File: config.mk
export PLATFORM = sky130hd
export DESIGN_NAME = opll_write_seq
export DESIGN_NICKNAME = d
export VERILOG_FILES = /design/src/rtl/opll_write_seq.sv
export SDC_FILE = /design/constraint.sdc
export NUM_CORES = 1
export LEC_CHECK = 0
export ABC_AREA = 1
export CELL_PAD_IN_SITES_DETAIL_PLACEMENT = 1
export CELL_PAD_IN_SITES_GLOBAL_PLACEMENT = 2
export CORE_MARGIN = 2
export CORE_UTILIZATION = 40
export DETAILED_ROUTE_END_ITERATION = 6
export PLACE_DENSITY_LB_ADDON = 0.1
export SLEW_MARGIN = 20
export SYNTH_ARGS = -nofsm -noshare
export SYNTH_HDL_FRONTEND = slang
export SYNTH_SLANG_ARGS = --single-unit
export TNS_END_PERCENT = 5
File: constraint.sdc
create_clock -name clk -period 3 [get_ports clk]
set_clock_uncertainty 0.1 [all_clocks]
set_input_delay 0.6 -clock clk [delete_from_list [all_inputs] [get_ports clk]]
set_output_delay 0.6 -clock clk [all_outputs]
set_load 0.01 [all_outputs]
File: src/rtl/opll_write_seq.sv
// Serialises queued register writes onto up to three OPLL sound chips.
// Each write is an address-port strobe, an address wait, a data-port strobe and a data wait, counted in cen ticks.
module opll_write_seq #(
   parameter int FIFO_DEPTH = 8,
   parameter int ADDR_WAIT  = 12,
   parameter int DATA_WAIT  = 84
) (
   input  logic       clk,
   input  logic       reset_n,
   input  logic       cen,
   input  logic       req_valid,
   output logic       req_ready,
   input  logic [1:0] req_chip,
   input  logic [7:0] req_reg,
   input  logic [7:0] req_val,
   input  logic       flush,
   output logic [7:0] opll_din,
   output logic       opll_addr,
   output logic [2:0] opll_cs_n,
   output logic       opll_wr_n,
   output logic       busy,
   output logic       err
);

   localparam int PTR_W    = $clog2(FIFO_DEPTH);
   localparam int MAX_WAIT = (ADDR_WAIT > DATA_WAIT) ? ADDR_WAIT : DATA_WAIT;
   localparam int CNT_W    = $clog2(MAX_WAIT + 1);

   localparam logic [CNT_W-1:0] ADDR_LAST  = CNT_W'(ADDR_WAIT - 1);
   localparam logic [CNT_W-1:0] DATA_LAST  = CNT_W'(DATA_WAIT - 1);
   localparam logic [PTR_W:0]   FULL_COUNT = (PTR_W + 1)'(FIFO_DEPTH);

   typedef struct packed {
      logic [1:0] chip;
      logic [7:0] reg_num;
      logic [7:0] val;
   } req_t;

   typedef enum logic [2:0] {IDLE, ADDR, AWAIT, DATA, DWAIT} state_t;

   req_t             mem [FIFO_DEPTH];
   req_t             head;
   logic [PTR_W-1:0] wr_ptr;
   logic [PTR_W-1:0] rd_ptr;
   logic [PTR_W:0]   count;
   logic             empty;
   logic             push;
   logic             pop;

   state_t           state;
   state_t           next_state;
   logic [CNT_W-1:0] wait_cnt;
   logic             cnt_inc;
   logic             err_set;
   logic [1:0]       cur_chip;
   logic [7:0]       cur_val;

   function automatic logic [2:0] chip_select(input logic [1:0] chip);
      case (chip)
         2'd0:    chip_select = 3'b110;
         2'd1:    chip_select = 3'b101;
         2'd2:    chip_select = 3'b011;
         default: chip_select = 3'b111;
      endcase
   endfunction

   assign empty     = (count == '0);
   assign req_ready = (count != FULL_COUNT);
   assign push      = req_valid && req_ready && !flush;
   assign head      = mem[rd_ptr];
   assign busy      = (state != IDLE) || !empty;

   // NOTE: the storage array has no reset; only pointers and count need one, and a reset would stop RAM inference.
   always_ff @(posedge clk) begin
      if (push) begin
         mem[wr_ptr] <= {req_chip, req_reg, req_val};
      end
   end

   // NOTE: sequential state uses non-blocking assignments so every register samples pre-edge values.
   always_ff @(posedge clk) begin
      if (!reset_n || flush) begin
         wr_ptr <= '0;
         rd_ptr <= '0;
         count  <= '0;
      end else begin
         if (push) wr_ptr <= wr_ptr + 1'b1;
         if (pop)  rd_ptr <= rd_ptr + 1'b1;
         case ({push, pop})
            2'b10:   count <= count + 1'b1;
            2'b01:   count <= count - 1'b1;
            default: count <= count;
         endcase
      end
   end

   always_ff @(posedge clk) begin
      if (!reset_n) begin
         state <= IDLE;
      end else begin
         state <= next_state;
      end
   end

   // NOTE: every signal driven here gets a default first, so no path can infer a latch.
   always_comb begin
      next_state = state;
      pop        = 1'b0;
      err_set    = 1'b0;
      cnt_inc    = 1'b0;
      case (state)
         IDLE: begin
            // A flush in the same cycle cancels the pop; the entry is discarded with the rest.
            if (!empty && !flush) begin
               pop = 1'b1;
               if (head.chip == 2'd3) err_set    = 1'b1;
               else                   next_state = ADDR;
            end
         end
         ADDR:  if (cen) next_state = AWAIT;
         AWAIT: begin
            if (cen) begin
               if (wait_cnt == ADDR_LAST) next_state = DATA;
               else                       cnt_inc    = 1'b1;
            end
         end
         DATA:  if (cen) next_state = DWAIT;
         DWAIT: begin
            if (cen) begin
               if (wait_cnt == DATA_LAST) next_state = IDLE;
               else                       cnt_inc    = 1'b1;
            end
         end
         default: next_state = IDLE;
      endcase
   end

   // Counter only advances below its terminal value and clears on every state change, so it never wraps.
   always_ff @(posedge clk) begin
      if (!reset_n) begin
         wait_cnt <= '0;
      end else if (cnt_inc) begin
         wait_cnt <= wait_cnt + 1'b1;
      end else if (next_state != state) begin
         wait_cnt <= '0;
      end
   end

   // Bus outputs are registered from the next state; din/addr keep their value through the waits.
   always_ff @(posedge clk) begin
      if (!reset_n) begin
         opll_cs_n <= 3'b111;
         opll_wr_n <= 1'b1;
         opll_addr <= 1'b0;
         opll_din  <= 8'h00;
         cur_chip  <= 2'd0;
         cur_val   <= 8'h00;
      end else if (next_state != state) begin
         case (next_state)
            ADDR: begin
               opll_cs_n <= chip_select(head.chip);
               opll_wr_n <= 1'b0;
               opll_addr <= 1'b0;
               opll_din  <= head.reg_num;
               cur_chip  <= head.chip;
               cur_val   <= head.val;
            end
            DATA: begin
               opll_cs_n <= chip_select(cur_chip);
               opll_wr_n <= 1'b0;
               opll_addr <= 1'b1;
               opll_din  <= cur_val;
            end
            default: begin
               opll_cs_n <= 3'b111;
               opll_wr_n <= 1'b1;
            end
         endcase
      end
   end

   always_ff @(posedge clk) begin
      if (!reset_n) begin
         err <= 1'b0;
      end else if (err_set) begin
         err <= 1'b1;
      end
   end

endmodule

==> metrics.yaml <==
final_layout:
  fin_area_um2: 9295
  nets: 844
  final_core_util: 0.4760
  final_cell_mix: "edfxtp_1 (144), nand2_1 (136), nor2_1 (114), o21ai_0 (79), inv_1 (58)"
  mostFrequentLayoutCell: "edfxtp_1"
  fillers: 2178
  drive_above_1_share: 0.08706
  syn_to_final_growth_pct: 16.41
  multi_input_area_um2: 2328
  final_cells: 1092
  antenna_cells: 0
  seqCellArea_um2: 5266
global_route:
  grt_pass1_vias: 6010
  grt_overflow: 0
  grt_usage: 0.1957
  grt_max_degree: 57
  grt_pass1_wl_mm: 31.68
  antenna_found_initial: 0
place:
  gp_congestion: 0.7885
  placed_cells: 1060
  placed_cell_area_um2: 8757
  dp_hpwl_mm: 13.09
  io_buffers: 38
logic_synthesis:
  synth_compound_area_frac: 0.1078
  synth_flop_cell: "edfxtp_1"
  async_flop_share: 0
  synthAdderAreaFrac: 0.01191
  yosysSeqAreaShare: 0.6594
  ys_ff_latch: 191
  synth_nets: 799
  synth_top_family_by_area: "simple AND/OR/NAND/NOR gates"
  syn_inst: 769
  syn_area_um2: 7985
  synthMuxAreaShare: 0
  yosys.area_share.xor_xnor: 0.003291
  yosys_warnings: 0
  synth_enable_flop_cells: 144
  yosysUniqueCellTypes: 37
  synth.avg_cell_area_um2: 10.38
  synth_simple_gate_area_frac: 0.1664
pwr:
  intPower_mw: 4.134
  seqPwrFrac: 0.535
  pwr-share-clk: 0.384
  vdd_drop_max_mv: 0.3680
  p_sw_mw: 1.320
  combinationalPowerShare: 0.081
  p_leak_nw: 3.390
  swShare: 0.2421
  power-per-cell-area_nw_per_um2: 586.8
cts:
  htree_num_levels: 4
  cts_resized: 0
  cts_setup_buffers: 0
  cts_tree: "yes"
  clk_latency_ns: 0.44
  cts_hold_buffers: 0
  root_buffer: "clkbuf_16"
  path_clk_slew_ns: 0.08
  numCtsBuffers: 17
  cts_num_sinks: 191
  clockBufferDepth: 2
sta:
  maxSlewHeadroom: 0.6080
  drv_slew: 0
  period_minus_slack_ns: 2.553
  setup_violations: 0
  grt_setup_unrepaired: "false"
  fin_crit_sh: 0.8511
  max_freq_mhz: 391.6
  hold_violations: 0
  worst_pin_slew_ns: 0.5872
die:
  die_area_um2: 21110
  die_y_um: 145.3
  die_width_um: 145.3
  start_util: 0.4089
  placementRows: 51
  coreArea_um2: 19530
  ioPinCount: 39
setup_path:
  rr_endpoint: "count[3]$_SDFFE_PP0P_"
  worst-endpoint-required_ns: 3.22
  endpoint_kind: "register"
  startpoint_type: "register"
  worst-path-max-fanout: 6
  r2r_slack_ns: 0.45
  crit_top_cell: "nor2_1"
  path_class: "register to register"
  worstPathArrival_ns: 2.78
  critical_path.cell_chain: "inv_2 > nand2_2 > nor2_1 > nand2_2 > nor2_8 > ha_1 > ha_1 > nand2_1 > nor2_1 > a211oi_1 > nor2_1 > nor2_1 > nand2_1 > o21ai_0 > a21oi_1"
  timing.rr.start: "state[0]$_SDFF_PN0_"
  critPathMaxStageDelay_ns: 0.32
  worst-r2r-cell-count: 15
  crit_slowest_cell: "dfxtp_1"
route:
  wl_per_cell_um: 18.28
  viasPerCell: 5.086
  drtIter0Drc: 303
  drt_drc_violations_left: 0
  routed_wl_mm: 19.96
  firstDrtPassIters: 4
  num_vias: 5554
  ant_nets: 0
min_path:
  min-delay-start: "opll_addr$_SDFFE_PN0P_"
  min-delay-path-class: "register to register"
  hold_path_depth: 2
  min_to: "opll_addr$_SDFFE_PN0P_"
run_status:
  status: "finished, final reports clean"
flow_run:
  max_cap_violations: 0
==> synth_stat cells (all sizes together), types with 8 or more instances <==
library cell / count / share of area
edfxtp: 144 / 0.54
nand3: 40 / 0.026
buf: 17 / 0.013
nand4: 8 / 0.0063
a31oi: 8 / 0.0063
o21ai: 82 / 0.052
o221ai: 8 / 0.0088
a21oi: 41 / 0.028
nor2: 122 / 0.059
nand2: 142 / 0.070
dfxtp: 47 / 0.12
clkbuf: 16 / 0.0075
o22ai: 9 / 0.0071
inv: 61 / 0.029
==> critical path: cells and delay by family, from the launching register on <==
family                   cells  cell delay, ns
AO/OA/AOI/OAI                3            0.47
buffers and inverters        1            0.11
flip-flops                   1            0.32
adder cells (fa/ha/maj)      2            0.50
AND/OR/NAND/NOR              9            0.92
==> final cells by class <==
type | count | share of cell area
clock inverters | 13 | 0.01131
multi-input cells | 481 | 0.2505
repair buffers | 59 | 0.06327
flip-flops and latches | 191 | 0.5666
well taps | 265 | 0.03567
inverters | 64 | 0.02611
clock buffers | 19 | 0.04657
==> registers in the layout, summed over array words and instances (netlist names), 2 cells and up, named ones only <==
name and count:
rd_ptr 3, wait_cnt 7, mem 144, cur_val 8
opll_cs_n 3, wr_ptr 3, opll_din 8, state 3
cur_chip 2, count 4
==> power by group through the flow <==
| stage | clock network [mW] | logic, mW | registers, mW |
|---|---|---|---|
| global route | 2.24 | 0.499 | 2.92 |
| finish | 2.09 | 0.442 | 2.92 |
| floorplan | 0 | 0.246 | 2.98 |
| detailed placement | 0 | 0.448 | 2.98 |
| CTS | 2.15 | 0.451 | 2.92 |
| global placement | 0 | 0.428 | 2.97 |
==> per-layer routing <==
metal / routed length [um] / track usage
met1: 9080 / 0.2474
met2: 9806 / 0.3367
met3: 835 / 0.04088
met4: 241 / 0.06225
met5: 0 / 0
==> logic make-up after synthesis <==
group / count (synthesis)
compound gates: 152
xor+xnor: 3
fa+ha+maj: 7
buf+inv: 97
flops: 191
simple gates: 319
==> how the worst max path moves through the flow <==
stage,startpoint,end,cells after the start
4_1_cts,state[0]$_SDFF_PN0_,count[3]$_SDFFE_PP0P_,15
2_1_floorplan,flush,mem[0][0]$_DFFE_PP_,4
5_1_grt,count[0]$_SDFFE_PP0P_,count[3]$_SDFFE_PP0P_,14
3_3_place_gp,flush,count[3]$_SDFFE_PP0P_,13
3_5_place_dp,flush,count[3]$_SDFFE_PP0P_,13
6_report,state[0]$_SDFF_PN0_,count[3]$_SDFFE_PP0P_,15
==> through the flow <==
step	hold slack (ns)	worst slack, ns	TNS (ns)	power [mW]
2_1_floorplan	0.3334	0.5862	0	3.224
3_3_place_gp	0.3349	0.1120	0	3.402
3_5_place_dp	0.3397	-0.009454	-0.009454	3.426
4_1_cts	0.3500	0.3994	0	5.516
5_1_grt	0.3861	0.1994	0	5.662
6_report	0.3441	0.4467	0	5.455
Power figures use the tool's default switching activity.
